**config.mk**
```make
export PLATFORM = sky130hd
export DESIGN_NAME = round_counter
export DESIGN_NICKNAME = d
export VERILOG_FILES = /design/src/rtl/spongent_pkg.sv /design/src/rtl/lcounter_next.sv /design/src/rtl/round_counter.sv
export SDC_FILE = /design/constraint.sdc
export NUM_CORES = 1
export LEC_CHECK = 0
export ABC_AREA = 1
export CORE_MARGIN = 1.5
export CORE_UTILIZATION = 37
export DETAILED_ROUTE_END_ITERATION = 10
export PLACE_DENSITY = 0.66
export SLEW_MARGIN = 20
export SYNTH_ARGS = -nofsm -noshare
export SYNTH_HDL_FRONTEND = slang
export SYNTH_HIERARCHICAL = 1
export SYNTH_SLANG_ARGS = --single-unit
```
**constraint.sdc**
```tcl
create_clock -name clk -period 1.2 [get_ports clk]
set_input_delay 0.12 -clock clk [delete_from_list [all_inputs] [get_ports clk]]
set_output_delay 0.12 -clock clk [all_outputs]
set_load 0.02 [all_outputs]
```
**src/rtl/spongent_pkg.sv**
```systemverilog
// Shared types and per-variant lCounter constants for the Spongent permutation family.
// Constants are stored 16 bits wide and truncated to each variant's WIDTH at use.
package spongent_pkg;

    typedef enum logic [1:0] {
        ST_IDLE = 2'd0,
        ST_RUN  = 2'd1,
        ST_DONE = 2'd2
    } rc_state_t;

    // Spongent-88
    localparam int          SP88_WIDTH   = 6;
    localparam logic [15:0] SP88_INIT    = 16'h0005;
    localparam logic [15:0] SP88_TAPS    = 16'h0030;
    localparam int          SP88_ROUNDS  = 45;

    // Spongent-128
    localparam int          SP128_WIDTH  = 7;
    localparam logic [15:0] SP128_INIT   = 16'h007A;
    localparam logic [15:0] SP128_TAPS   = 16'h0060;
    localparam int          SP128_ROUNDS = 70;

    // Spongent-160
    localparam int          SP160_WIDTH  = 7;
    localparam logic [15:0] SP160_INIT   = 16'h0045;
    localparam logic [15:0] SP160_TAPS   = 16'h0060;
    localparam int          SP160_ROUNDS = 90;

    // Spongent-224
    localparam int          SP224_WIDTH  = 8;
    localparam logic [15:0] SP224_INIT   = 16'h0001;
    localparam logic [15:0] SP224_TAPS   = 16'h008E;
    localparam int          SP224_ROUNDS = 120;

    // Spongent-256
    localparam int          SP256_WIDTH  = 8;
    localparam logic [15:0] SP256_INIT   = 16'h009E;
    localparam logic [15:0] SP256_TAPS   = 16'h008E;
    localparam int          SP256_ROUNDS = 140;

endpackage

```
**src/rtl/lcounter_next.sv**
```systemverilog
// Combinational one-step advance of the lCounter LFSR: shift left, feed back the
// parity of the tapped bits into bit 0.
module lcounter_next #(
    parameter int               WIDTH = 8,
    parameter logic [WIDTH-1:0] TAPS  = 8'h8E
) (
    input  logic [WIDTH-1:0] lc,
    output logic [WIDTH-1:0] lc_next
);

    logic feedback;

    assign feedback = ^(lc & TAPS);
    assign lc_next  = {lc[WIDTH-2:0], feedback};

endmodule

```
**src/rtl/round_counter.sv**
```systemverilog
// Round sequencer for a Spongent permutation: emits the lCounter round constant,
// its bit-reversal, and the round index, and flags the last round and completion.
module round_counter
    import spongent_pkg::*;
#(
    parameter int               WIDTH  = SP256_WIDTH,
    parameter logic [WIDTH-1:0] INIT   = WIDTH'(SP256_INIT),
    parameter logic [WIDTH-1:0] TAPS   = WIDTH'(SP256_TAPS),
    parameter int               ROUNDS = SP256_ROUNDS
) (
    input  logic                          clk,
    input  logic                          rst,
    input  logic                          start,
    input  logic                          step,
    output logic [WIDTH-1:0]              lc,
    output logic [WIDTH-1:0]              lc_rev,
    output logic [$clog2(ROUNDS+1)-1:0]   round_idx,
    output logic                          busy,
    output logic                          last,
    output logic                          done
);

    localparam int IW = $clog2(ROUNDS + 1);

    if (WIDTH < 4 || WIDTH > 16) begin : g_bad_width
        $error("round_counter: WIDTH must be in 4..16");
    end
    if (INIT == '0) begin : g_bad_init
        $error("round_counter: INIT must be nonzero");
    end
    if (TAPS[WIDTH-1] != 1'b1) begin : g_bad_taps
        $error("round_counter: TAPS MSB must be set");
    end
    if (ROUNDS < 1 || ROUNDS > 65535) begin : g_bad_rounds
        $error("round_counter: ROUNDS must be in 1..65535");
    end

    rc_state_t        state_reg, state_next;
    logic [WIDTH-1:0] lc_reg, lc_next;
    logic [IW-1:0]    idx_reg, idx_next;
    logic [WIDTH-1:0] lc_step;
    logic             at_last;

    lcounter_next #(
        .WIDTH (WIDTH),
        .TAPS  (TAPS)
    ) u_next (
        .lc      (lc_reg),
        .lc_next (lc_step)
    );

    assign at_last = (idx_reg == IW'(ROUNDS - 1));

    always_ff @(posedge clk) begin
        if (rst) begin
            state_reg <= ST_IDLE;
            lc_reg    <= INIT;
            idx_reg   <= '0;
        end else begin
            state_reg <= state_next;
            lc_reg    <= lc_next;
            idx_reg   <= idx_next;
        end
    end

    // start overrides whatever the current state is doing, including a pending step
    always_comb begin
        state_next = state_reg;
        lc_next    = lc_reg;
        idx_next   = idx_reg;
        if (start) begin
            state_next = ST_RUN;
            lc_next    = INIT;
            idx_next   = '0;
        end else begin
            case (state_reg)
                ST_RUN: begin
                    if (step) begin
                        lc_next  = lc_step;
                        idx_next = idx_reg + 1'b1;
                        if (at_last) begin
                            state_next = ST_DONE;
                        end
                    end
                end
                ST_DONE: state_next = ST_IDLE;
                default: state_next = ST_IDLE;
            endcase
        end
    end

    for (genvar gi = 0; gi < WIDTH; gi++) begin : g_rev
        assign lc_rev[gi] = lc_reg[WIDTH-1-gi];
    end

    assign lc        = lc_reg;
    assign round_idx = idx_reg;
    assign busy      = (state_reg == ST_RUN);
    assign last      = (state_reg == ST_RUN) && at_last;
    assign done      = (state_reg == ST_DONE);

endmodule

```
* After elaboration in Yosys (flattened, before gate mapping) *
Index checks and enable logic that the tools add are counted.

cells by class
  bitwise logic cells = 1
  mux-type cells = 4
  equal/unequal tests = 5
  add/subtract/negate cells = 1
  reduce and logical (&&, ||, !) cells = 7

operators by type and width
  operator                                                number
  adder 8 x 1 -> 8 bit (second input constant)            1
  == test 8 bit (second input constant)                   1
  XOR reduction 8 bit                                     1
  AND reduction 2 bit                                     3
  two-way mux 1 bit                                       4
  inequality test 3 x 2 -> 1 bit (second input constant)  1
  inequality test 3 bit (second input constant)           1
  OR reduction 3 bit                                      1
  == test 2 x 1 -> 1 bit (second input constant)          1
  == test 2 bit (second input constant)                   1
  OR reduction 2 bit                                      1
  logical AND 1 bit                                       1
  inverter 1 bit                                          1

word-level totals
  word-level logic and storage cells = 22
  output and inout bits = 27
  flip-flop bits (word level) = 18
  bits of input ports = 4

* Depth between registers and ports, before layout *
Gate-level depths: netlist (run 1).

  depth after elaboration = 5
  depth in mapped cells = 8
  gate-level depth less buffers = 7

* Hierarchy *
Netlist (run 1), hierarchy kept.

modules (own cells, without submodules)
  module         instances  area an instance (um^2)  seq. area each (um^2)  cells each
  round_counter  1          843.3                    360.3                  116
  lcounter_next  1          123.9                    0.0                    23

* Worst setup path before layout (run 1) *
No wires, ideal clock.

  kind = reg-to-output
  from = reg idx_reg[1], in the netlist round_idx[1]
  to = out last
  data required time = 1080 ps
  buffers on the path = 0
  stages on the path, launching flop included = 6
  slack = -197 ps
  arrival = 1277 ps
  cells stage by stage = dfxtp_1 > ha_1 > nand2_1 > nor2_1 > nand2_1 > nor2_1

between the ends
  longest elaborated chain between the ends = 2

RTL lines
  item                    RTL line             source
  from (decl)             round_counter.sv:40  logic [IW-1:0] idx_reg, idx_next;
  from (signal assigned)  round_counter.sv:62  idx_reg <= idx_next;
  == test 8 bit           round_counter.sv:52  assign at_last = (idx_reg == IW'(ROUNDS - 1));
  logical AND 1 bit       round_counter.sv:99  assign last = (state_reg == ST_RUN) && at_last;
  to (decl)               round_counter.sv:19  output logic last,

No other way between the ends.

* Worst setup path in the final report (run 1) *
Ends and elaborated chain as after synthesis.

==> results.ini, run 1 <==
[critical_path]
critical_path_class = reg2out
slowest_stage = dfxtp_2
cp_max_fo = 2
startpoint_type = flop
critPathArrivalTime_ns = 1.29
worst_path_most_repeated_cell = nor2_4
max_stage_delay_ns = 0.37
critical_path_required_ns = 1.08
endpoint_kind = output pin
cp_cell_sequence = ha_4 > nand2_4 > nor2_4 > nand2_2 > nor2_4 > buf_6

[cells_and_area]
antennaDiodeCount = 0
drive_above_1_share_pct = 34.8
area_delta_synth_final_pct = 47.5
final_nets = 184

[clock_tree]
clock_sinks = 18
worstSkewPairLatency_ns = 0.29
cts_made_buffers = 3
ctsHoldBuffers = 0
cts-root-buf = clkbuf_4
clock_path_buffers = 2
cts_max_level = 1
clk_pin_slew_ns = 0.10
cts_tree = yes

[synth]
synth_top_area_cell = dfxtp_1
synth_top_flop_cell = dfxtp_1
synth_simple_gate_area_share_pct = 34.3
netlist_instances = 139
synth-compound-area-share_pct = 6.08
synthTopCellsByArea = dfxtp_1 (37%), nand2_1 (17%), buf_4 (12%), nand3_1 (6.2%), nor2_1 (5.0%)
syn_nets = 144
ys_top_cells_by_count = nand2_1 (43), dfxtp_1 (18), buf_4 (16), nor2_1 (13)
synth_top_family_by_area = simple AND/OR/NAND/NOR gates
avgSynthCellArea_um2 = 6.96
synthArstFlopShare_pct = 0
synth_most_common_cell = nand2_1
synthMuxAreaShare_pct = 0
ys_types = 20
synth_edf_count = 0
synth_seq_area_share_pct = 37.3
yosysTopAreaCellShare_pct = 37.3
synthXorXnorAreaFrac_pct = 0.906
synth_fa_ha_area_share_pct = 1.29
yosysWarnings = 6
synth_area_um2 = 967
ys_ff_latch = 18

[sta]
hold_viol = 0
period_needed_ns = 1.41
hold_ws_ns = 0.395
finClkSkew_ns = 0.00271
fin_setup_tns_ns = -0.321
fin_ws_ns = -0.210
slew_headroom_pct = 80.6
drv_slew = 0
tightest_slew_ns = 0.289
rsz0062_at_grt = yes
fmax_ghz = 0.709
setup_viol = 3
finalCritPeriodShare_pct = 118

[global_route]
grt_pass1_vias = 844
antenna_found_initial = 0
grt-ovfl-total = 0
grt_max_degree = 12
met1_usage_pct = 19.9
grt.busiest_layer = met2
grt_usage_pct = 16.1
met3_usage_pct = 1.94
grt_use_met2_pct = 26.5
grt_pass1_wl_mm = 3.37

[die]
io_pins = 31
die_h_um = 54.1
dieArea_um2 = 2930
num_rows = 18
start_util_pct = 39.0
die_w_um = 54.1
core_area_um2 = 2480

[place]
dpl_worst_slack_ns = -0.442
gp_congestion = 0.755
dp_hpwl_mm = 1.57
port_buffers = 30

[routing]
postRouteAntennaNets = 0
finalWirelength_mm = 2.17
first_pass_iters = 4
drc_errors = 0
wl_per_cell_um = 10.4
drtIter0Drc = 17
via_count = 940
vias_per_cell = 4.52

[pwr]
leakage_nw = 0.624
p_per_area_nw_per_um2 = 803
ir_worst_vdd_mv = 0.433

[worst_hold_path]
hold_path.class = in2reg

[run]
max_cap_violations = 0

[run_status]
run_status = finished, violations left
violations = setup timing

==> path summary, 6_finish.rpt <==
path                                     to  slack (ns)  depth (start not counted)                       from
hold / removal    state_reg[0]$_SDFFE_PP0P_        0.40                          2                        rst
setup / recovery                       last       -0.21                          6  round_idx[1]$_SDFFE_PP0P_
setup reg to reg  state_reg[1]$_SDFFE_PP0P_       -0.10                          8  round_idx[1]$_SDFFE_PP0P_
hold reg to reg          lc[5]$_SDFFE_PP0P_        0.50                          2         lc[4]$_SDFFE_PP1P_
==> power breakdown <==
group	internal [mW]	total (mW)	leakage [nW]	switching, mW
logic	0.0719	0.163	0.456	0.0913
registers	0.608	0.615	0.148	0.00789
clock network	0.185	0.367	0.0210	0.182
total	0.864	1.15	0.624	0.281
==> layout make-up <==
type / count / area, µm²
multi-input cells: 88 / 494
flip-flops and latches: 18 / 365
clock buffers: 4 / 36.3
well taps: 30 / 37.5
fillers: 246 / 1050
repair buffers: 54 / 435
inverters: 14 / 57.6
==> worst max-delay path: cells and delay by family, from the launching register on <==
kind          cells  cell delay, ns
flops             1            0.37
simple gates      4            0.37
fa+ha+maj         1            0.15
buf+inv           1            0.12
==> cells by family (layout without fill, tap and decap cells) <==
family,count (synthesis),in the layout
and+or+nand+nor,75,75
buffers and inverters,33,72
DFF,18,18
AOI/OAI and AO/OA,11,11
adders and majority gates,1,1
xor gates and xnor gates,1,1
==> through the flow <==
step / util [%] / instances / total power [mW] / cell area, µm²
2_1_floorplan: - / 139 / 0.734 / 977
3_3_place_gp: 53.4 / 200 / 0.783 / 1320
3_5_place_dp: 53.4 / 200 / 0.786 / 1320
4_1_cts: 55.0 / 205 / 1.15 / 1360
5_1_grt: 57.6 / 208 / 1.20 / 1430
6_report: 57.6 / 208 / 1.15 / 1430
==> placed cells by master (no fill, tap or decap), drive strengths merged <==
cell,count
clkinv,1
clkbuf,12
nand2,44
clkdlybuf4s15,8
clkdlybuf4s50,3
dfxtp,18
o21ai,1
a21oi,10
buf,27
nor3,2
inv,13
nor2,17
nand3,12
dlygate4sd2,8
xnor2,1
ha,1
==> layer usage <==
| metal | up-vias | wire length [µm] |
|---|---|---|
| met5 | - | 0 |
| met4 | 0 | 19 |
| met3 | 2 | 60 |
| met2 | 15 | 1090 |
| met1 | 431 | 996 |
| li1 | 492 | - |
==> what timing repair did <==
action	in CTS	in global routing
gates resized for setup	49	35
endpoints found under the setup margin	28	26
pin swaps	1	13
buffers inserted	1	4
No activity file was read; power rests on OpenSTA's default activity.
==> run 2, diff against run 1 <==
- REMOVE_ABC_BUFFERS: unset -> 1
==> run 2 against run 1 <==
Clock skew is 0.0015 ns higher; die area is the same; utilization down 3.3 points; total power up 0.19%; cell area fell by 5.8%; critical path depth stayed put; the flow still finishes with violations (setup timing).
==> results.ini, run 2 (synthesized netlist as in run 1, its figures left out) <==
[routing]
via_count = 947
drc_errors = 0
finalWirelength_mm = 2.15
first_pass_iters = 4
vias_per_cell = 4.64
wl_per_cell_um = 10.5
drtIter0Drc = 20
postRouteAntennaNets = 0

[critical_path]
endpoint_kind = output pin
slowest_stage = dfxtp_2
startpoint_type = flop
worstSetupStartpoint = round_idx[1]$_SDFFE_PP0P_
critical_path_required_ns = 1.08
cp_num_buf_inv = 1
critical_path_depth = 6
max_stage_delay_ns = 0.37
cp_cell_sequence = ha_4 > nand2_2 > nor2_2 > nand2_1 > nor2_1 > buf_4
crit_end = last
reg2reg_depth = 7
cp_max_fo = 2
rr_endpoint = state_reg[1]$_SDFFE_PP0P_
critical_path_class = reg2out
cpLargestDelayFamily = flip-flops
r2r_setup_slack_ns = 0.04
timing.rr.start = round_idx[1]$_SDFFE_PP0P_
critPathArrivalTime_ns = 1.31

[sta]
finClkSkew_ns = 0.00416
hold_ws_ns = 0.394
finalCritPeriodShare_pct = 119
slew_headroom_pct = 80.8
setup_viol = 1
fmax_ghz = 0.697
fin_ws_ns = -0.234
drv_slew = 0
tightest_slew_ns = 0.287
rsz0062_at_grt = yes
hold_viol = 0
period_needed_ns = 1.43

[clock_tree]
clock_sinks = 18
clk_pin_slew_ns = 0.11
cts-root-buf = clkbuf_4
cts_tree = yes
cts_max_level = 1
cts_made_buffers = 3
clock_path_buffers = 2
worstSkewPairLatency_ns = 0.30

[cells_and_area]
layout_common_cells = nand2_1 (42), buf_4 (20), inv_1 (12), nor2_1 (12), dfxtp_1 (12)
drive_above_1_share_pct = 33.3
design_area_um2 = 1340
area_delta_synth_final_pct = 38.9
final_common_cell = nand2_1
antennaDiodeCount = 0
final_util_pct = 54.2
final_nets = 180

[pwr]
pwr-share-clk_pct = 33.5
power_frac_comb_pct = 12.9
p_sw_share_pct = 25.6
seqPwrFrac_pct = 53.7
p_int_mw = 0.854
p_sw_mw = 0.294
p_per_area_nw_per_um2 = 854
finalPower_mw = 1.15
ir_worst_vdd_mv = 0.568
leakage_nw = 0.592

[worst_hold_path]
min_path_cells = 2
hold_path.class = in2reg

[die]
die_h_um = 54.1
io_pins = 31
dieArea_um2 = 2930
start_util_pct = 39.0
die_w_um = 54.1
core_area_um2 = 2480
num_rows = 18

[place]
port_buffers = 30
dp_hpwl_mm = 1.56
placed_area_um2 = 1310
dpl_worst_slack_ns = -0.406
gp_congestion = 0.759

[run]
max_cap_violations = 0

[global_route]
antenna_found_initial = 0
grt_pass1_vias = 795
grt_pass1_wl_mm = 3.16
grt-ovfl-total = 0
grt_max_degree = 12
grt_usage_pct = 14.9

[run_status]
violations = setup timing
run_status = finished, violations left

run 2: area by class of cell:
class	instances	area, µm²
Multi-Input combinational cell	88	465
Inverter	14	55.1
Tap cell	30	37.5
Sequential cell	18	368
Fill cell	250	1130
Clock buffer	4	36.3
Timing Repair Buffer	50	382
run 2: routing by layer:
layer	global-route usage, %	up-vias	wire, µm
met5	0	-	0
met4	7.08	0	38
met3	4.44	4	100
met2	23.9	31	1060
met1	17.9	430	956
li1	-	482	-
run 2: how the worst min path moves through the flow:
stage | from | to | slack, ns
after global routing | rst | state_reg[0]$_SDFFE_PP0P_ | 0.37
after detailed placement | lc[5]$_SDFFE_PP0P_ | lc[6]$_SDFFE_PP0P_ | 0.49
after CTS | start | state_reg[0]$_SDFFE_PP0P_ | 0.36
after floorplan | rst | state_reg[0]$_SDFFE_PP0P_ | 0.19
after global placement | lc[5]$_SDFFE_PP0P_ | lc[6]$_SDFFE_PP0P_ | 0.48
final | rst | state_reg[0]$_SDFFE_PP0P_ | 0.39
run 2: worst reg2reg max path: stages, from the launching register on:
cell and delay (ns):
dfxtp_2 0.37, ha_4 0.14, nand2_2 0.05, nor2_2 0.10, nand2_1 0.08, buf_4 0.14, buf_4 0.12, nor3_2 0.09
run 2: power groups by stage:
stage / registers (mW) / logic (mW) / clock network (mW)
final: 0.616 / 0.148 / 0.384
after global routing: 0.618 / 0.163 / 0.418
after CTS: 0.616 / 0.143 / 0.399
after detailed placement: 0.629 / 0.152 / 0
after global placement: 0.628 / 0.151 / 0
after floorplan: 0.648 / 0.0587 / 0
run 2: timing repair:
action,in CTS,in global routing
resized for setup,53,32
pin swaps,0,6
hold endpoints to repair,0,0
setup endpoints to repair,27,22
hold buffers,0,0
buffers inserted,0,2
run 2: through the flow:
stage               TNS, ns  cells
finish               -0.234    204
floorplan            -0.275    120
CTS                  -0.270    203
global placement     -0.490    199
detailed placement   -0.601    199
global route         -0.343    204
==> run 3, diff against run 2 <==
- CORE_MARGIN: 1.5 -> 2
- CTS_BUF_LIST: unset -> sky130_fd_sc_hd__clkbuf_8
==> run 3 against run 2 <==
The flow still finishes with violations (setup timing); cell area rose by 7.1%; critical path depth did not move; first-iteration DRC count fell by 20%; setup slack improved by 0.072 ns; sequential power barely moved; utilization rose by 3.8 points; combinational power rose by 8%; hold slack improved by 0.033 ns; via count rose by 3.5%; wire length rose by 12%.
==> results.ini, run 3 (synthesized netlist as in run 1, its figures left out) <==
[sta]
hold_viol = 0
drv_slew = 0
fin_setup_tns_ns = -0.274
fmax_ghz = 0.734
period_needed_ns = 1.36
finalCritPeriodShare_pct = 114
finClkSkew_ns = 0.00190
fin_ws_ns = -0.162
setup_viol = 2
slew_headroom_pct = 76.6
rsz0062_at_grt = yes
tightest_slew_ns = 0.349

[routing]
vias_per_cell = 4.73
drc_errors = 0
via_count = 980
postRouteAntennaNets = 0
first_pass_iters = 4
finalWirelength_mm = 2.41
wl_per_cell_um = 11.6
drtIter0Drc = 16

[cells_and_area]
fill_cells = 243
final_common_cell = nand2_1
area_delta_synth_final_pct = 48.8
layout_common_cells = nand2_1 (41), buf_4 (22), dlygate4sd2_1 (16)
antennaDiodeCount = 0
multiInputGateArea_um2 = 489
design_area_um2 = 1440
final_util_pct = 58.1
final_nets = 183
drive_above_1_share_pct = 30.5
regArea_um2 = 365

[die]
num_rows = 18
die_h_um = 55.1
dieArea_um2 = 3040
core_area_um2 = 2480
io_pins = 31
die_w_um = 55.1
start_util_pct = 39.0

[worst_hold_path]
min_from = rst
holdPathEnd = state_reg[0]$_SDFFE_PP0P_
hold_path.class = in2reg
min_path_cells = 2

[critical_path]
startpoint_type = flop
r2r_setup_slack_ns = -0.11
reg2reg_depth = 8
cp_max_fo = 2
critical_path_class = reg2out
critPathArrivalTime_ns = 1.24
critical_path_required_ns = 1.08
endpoint_kind = output pin
rr_endpoint = state_reg[1]$_SDFFE_PP0P_
timing.rr.start = round_idx[0]$_SDFFE_PP0P_

[pwr]
ir_worst_vdd_mv = 0.586
p_sw_share_pct = 24.1
p_int_mw = 0.967
finalPower_mw = 1.27
p_per_area_nw_per_um2 = 886
power_frac_comb_pct = 12.6
pwr-share-clk_pct = 39.2
p_sw_mw = 0.307
leakage_nw = 0.644
seqPwrFrac_pct = 48.3

[clock_tree]
ctsHoldBuffers = 0
cts_made_buffers = 3
cts_tree = yes
worstSkewPairLatency_ns = 0.25
clock_path_buffers = 2
cts-root-buf = clkbuf_8
clock_sinks = 18
cts_max_level = 1
clk_pin_slew_ns = 0.07

[run_status]
run_status = finished, violations left
violations = setup timing

[global_route]
grt-ovfl-total = 0
grt_max_degree = 12
grt_usage_pct = 16.9
grt_pass1_vias = 870
grt_pass1_wl_mm = 3.61
antenna_found_initial = 0

[run]
max_cap_violations = 0

[place]
port_buffers = 30
placed_area_um2 = 1310
dp_hpwl_mm = 1.70
gp_congestion = 0.817

## run 3: area by class of cell
class / instances / share of cell area, %
multi-input cells: 88 / 34.0
repair buffers: 53 / 30.4
flip-flops and latches: 18 / 25.4
clock buffers: 4 / 3.83
inverters: 14 / 3.74
well taps: 30 / 2.61
## run 3: metal layers
metal | share of wire, % | vias to the layer above | track usage [%] | routed length [µm]
li1 | - | 487 | - | -
met1 | 43 | 461 | 19.2 | 1030
met2 | 51 | 27 | 29.6 | 1230
met3 | 4.7 | 5 | 4.57 | 114
met4 | 1.5 | 0 | 7.32 | 35
met5 | 0 | - | 0 | 0
## run 3: power by group through the flow
stage,Clock (mW),Sequential (mW),Combinational [mW]
2_1_floorplan,0,0.648,0.0587
3_3_place_gp,0,0.628,0.154
3_5_place_dp,0,0.628,0.156
4_1_cts,0.507,0.615,0.147
5_1_grt,0.531,0.616,0.175
6_report,0.499,0.615,0.160
## run 3: worst max-delay path, cell delays in order (launching register included)
cell and delay [ns]:
dfxtp_2 0.36, ha_4 0.15, nand2_4 0.05, nor2_4 0.12
nand2_2 0.09, nor2_4 0.10, buf_6 0.12
## run 3: worst max-delay path by stage
| stage | start | endpoint | slack (ns) | cells past startpoint |
|---|---|---|---|---|
| 3_5_place_dp | round_idx[1]$_SDFFE_PP0P_ | last | -0.43 | 6 |
| 2_1_floorplan | round_idx[1]$_SDFFE_PP0P_ | last | -0.20 | 5 |
| 5_1_grt | round_idx[0]$_SDFFE_PP0P_ | last | -0.24 | 6 |
| 3_3_place_gp | round_idx[0]$_SDFFE_PP0P_ | last | -0.37 | 6 |
| 6_report | round_idx[0]$_SDFFE_PP0P_ | last | -0.16 | 6 |
| 4_1_cts | round_idx[1]$_SDFFE_PP0P_ | last | -0.25 | 6 |
## run 3: stage by stage
step / setup slack [ns] / hold WS [ns] / instances
3_3_place_gp: -0.369 / 0.483 / 200
5_1_grt: -0.243 / 0.436 / 207
4_1_cts: -0.249 / 0.436 / 207
3_5_place_dp: -0.428 / 0.490 / 200
6_report: -0.162 / 0.426 / 207
2_1_floorplan: -0.197 / 0.189 / 120
## run 3: what timing repair did
action                     CTS  global route
setup buffers                3             2
setup endpoints to repair   27            18
gates cloned                 0             0
resized for setup           39            30
pin swaps                    5             8
==> RTL change 1 (settings of run 1) <==
Register the outputs `busy`, `last` and `done`, with the module's reset; this adds one clock of latency there. The other outputs are not delayed to match.
--- a/src/rtl/round_counter.sv
+++ b/src/rtl/round_counter.sv
@@ -97,5 +97,13 @@
     assign round_idx = idx_reg;
-    assign busy      = (state_reg == ST_RUN);
-    assign last      = (state_reg == ST_RUN) && at_last;
-    assign done      = (state_reg == ST_DONE);
+    always_ff @(posedge clk) begin
+        if (rst) begin
+            busy <= '0;
+            last <= '0;
+            done <= '0;
+        end else begin
+            busy <= (state_reg == ST_RUN);
+            last <= (state_reg == ST_RUN) && at_last;
+            done <= (state_reg == ST_DONE);
+        end
+    end
 
Function: changed (Yosys sat finds a counterexample within 4 cycles, from zero or initial values and one cycle with rst high).
==> RTL change 1 against run 1 <==
Clock power fell by 2%; synthesized area rose by 5.8%; sequential cell count rose by 3; final area fell by 5.4%; count of clock-buffer cells in the layout did not move; worst setup slack improved by 0.25 ns; utilization fell by 4.5 points; sequential share of layout area rose by 6.1 points; synthesized cell count rose by 2.2%; power rose by 8.8%; routed wire length fell by 1.2%; critical path type unchanged; global-route usage fell by 2.2 points.
==> RTL change 1: results (changes against run 1) <==
[worst_setup_path]
r2r_start=round_idx[0]$_SDFFE_PP0P_
slowest_stage=dfxtp_4
r2r_cells=6  ; -2
r2r_end=state_reg[0]$_SDFFE_PP0P_
crit_fanout=4  ; +2

[worst_hold_path]
min_path_cells=3  ; +1

[global_routing]
grtUsageMet2_pct=23.1  ; -3.4 points
grt_pass1_vias=813  ; -3.7%
grt_usage_pct=14.0  ; -2.2 points
grtUsageMet1_pct=17.8  ; -2.1 points

[placement]
dpl.hpwl_um=1590  ; +1.3%
place_area_um2=1340  ; +1.1%
post-place-ws_ns=-0.140  ; +0.302 ns

[synth]
yosysSeqAreaShare_pct=41.1  ; +3.8 points
synth_common_cells=nand2_1, dfxtp_1, buf_4, inv_1, nor2_1
synthCells=142  ; +2.2%
syn_nets=147  ; +2.1%
synth_compound_gate_area_share_pct=5.62  ; -0.46 points
synthXorXnorAreaFrac_pct=1.71  ; +0.81 points
synthTopCellsByArea=dfxtp_1, nand2_1, buf_4
synthAdderAreaFrac_pct=1.22  ; -0.071 points

[detailed_routing]
routed_wl_um=2140  ; -1.2%
wl_met3_um=124  ; +110%
routed-via-count=920  ; -2.1%
drt_iter0_drc=25  ; +8

[run_status]
outcome=complete, no violations

[cells_and_area]
nets=178  ; -3.3%
final_cells=202  ; -2.9%
layout-drive-gt1-share_pct=18.6  ; -16 points

[power]
ir_drop_mv=0.564  ; +30%

[timing]
whs_ns=0.376  ; -0.0193 ns
finClkSkew_ns=0.00594  ; +0.00323 ns
setup_slack_ns=0.0448  ; +0.255 ns
maxSlewHeadroom_pct=84.9  ; +4.3 points

RTL change 1: repair_timing:
item | in CTS | in global routing
pin swaps | 0 | 1
hold endpoints to repair | 0 | 0
gates resized for setup | 30 | 22
setup buffers | 0 | 0
setup endpoints to repair | 28 | 18
RTL change 1: area by class of cell:
cell class                 count  area, um^2
tap                           30        37.5
clock buffer                   4        26.3
multi-input combinational     86         423
inverter                      17        67.6
sequential                    21         428
timing repair buffer          44         368
fill                         262        1190
RTL change 1: where the power goes:
| group | switching [W] | total, W | internal [W] |
|---|---|---|---|
| Sequential | 0.0000136 | 0.000722 | 0.000708 |
| Combinational | 0.0000941 | 0.000165 | 0.0000712 |
| Clock | 0.000229 | 0.000359 | 0.000130 |
RTL change 1: kinds of logic (layout without fill, tap and decap cells):
logic type | Yosys count | count (layout)
and+or+nand+nor | 72 | 72
AOI/OAI and AO/OA | 11 | 11
adders and majority gates | 1 | 1
buffers and inverters | 35 | 65
xor gates and xnor gates | 2 | 2
DFF | 21 | 21
==> RTL change 2 (settings of run 1) <==
Made on the original files. Change the package constant `SP256_ROUNDS` from 140 to 280.
--- a/src/rtl/spongent_pkg.sv
+++ b/src/rtl/spongent_pkg.sv
@@ -38,3 +38,3 @@
     localparam logic [15:0] SP256_TAPS   = 16'h008E;
-    localparam int          SP256_ROUNDS = 140;
+    localparam int          SP256_ROUNDS = 280;
 
Ports: changed (resized round_idx); port bits go from 31 to 32. No check against the original RTL was run, so the function may have changed too.
==> RTL change 2 against run 1 <==
The flow still finishes with violations (negative setup slack); routed wire length rose by 14%; synthesized area increased by 7.1%; power is 1.1% lower; sequential power up 5.5%; worst setup slack worse by 0.014 ns; die area grew 6.7%; sequential share of layout area decreased by 0.22 points; sequential cell count increased by 1; final area increased by 6.8%; via count grew 9.0%; critical path type unchanged; largest cell class unchanged; largest power group unchanged.
==> RTL change 2: results (changes against run 1) <==
[detailed_routing]
dr_wl_met2_um=1330  ; +21%
met1_length_um=1040  ; +4.7%
viasPerCell=4.54  ; +0.36%
drt_iter0_drc=9  ; -8

[global_routing]
grtUsageMet2_pct=28.7  ; +2.2 points
grtUsageMet1_pct=18.4  ; -1.5 points
met3_usage_pct=2.09  ; +0.15 points

[timing]
setup_slack_ns=-0.224  ; -0.0142 ns
finClkSkew_ns=0.00207  ; -0.000645 ns
setup_viol=2  ; -1
tightest_slew_ns=0.246  ; -0.0436 ns
finalSetupTns_ns=-0.235  ; +0.0859 ns

[synth]
synth_common_cells=nand2_1, inv_1, dfxtp_1, buf_4, nor2_1
yosysUniqueCellTypes=22  ; +10%
yosysSeqAreaShare_pct=36.7  ; -0.54 points

[power]
p_seq_w=0.000649  ; +5.5%
p_leak_nw=0.710  ; +14%
pwr-share-comb_pct=13.5  ; -0.7 points
pg_comb_w=0.000153  ; -6%

[placement]
place_area_um2=1430  ; +8.3%
dp.cells=217  ; +8.5%
post-place-ws_ns=-0.437  ; +0.00540 ns
port_buffers=31  ; +3.3%

[cells_and_area]
final_cells=226  ; +8.7%
layout-drive-gt1-share_pct=33.8  ; -0.99 points
clk_share_pct=1.73  ; -0.82 points
buffers=57  ; +5.6%
multi_input_gates=92  ; +4.5%
n_sequential_cell=19  ; +1
seq_area_um2=387  ; +5.8%

[die]
die_w_um=55.9  ; +3.3%

[run_status]
violations=negative setup slack
outcome=complete, but fails checks

[clock_network]
cts.repair.resized=55  ; +12%

[worst_setup_path]
r2r_end=round_idx[8]$_SDFFE_PP0P_

[RTL change 2: changes by cell type after synthesis, sizes merged]
| cell | run 1 | this run |
|---|---|---|
| nand4 | 0 | 2 |
| a21oi | 10 | 9 |
| xor2 | 0 | 1 |
| nor2 | 17 | 15 |
| o21a | 0 | 2 |
| nand3 | 12 | 13 |
| clkbuf | 0 | 1 |
| inv | 13 | 21 |
| dfxtp | 18 | 19 |
| buf | 19 | 17 |
[RTL change 2: cells by family (layout without fill, tap and decap cells)]
| kind of cell | after synthesis | in the layout | synth area share [%] |
|---|---|---|---|
| flip-flops | 19 | 19 | 36.7 |
| buffers and inverters | 40 | 84 | 20.4 |
| adder cells (fa/ha/maj) | 1 | 1 | 1.21 |
| AND/OR/NAND/NOR | 76 | 77 | 33.7 |
| XOR/XNOR | 2 | 2 | 1.69 |
| AO/OA/AOI/OAI | 12 | 12 | 6.28 |
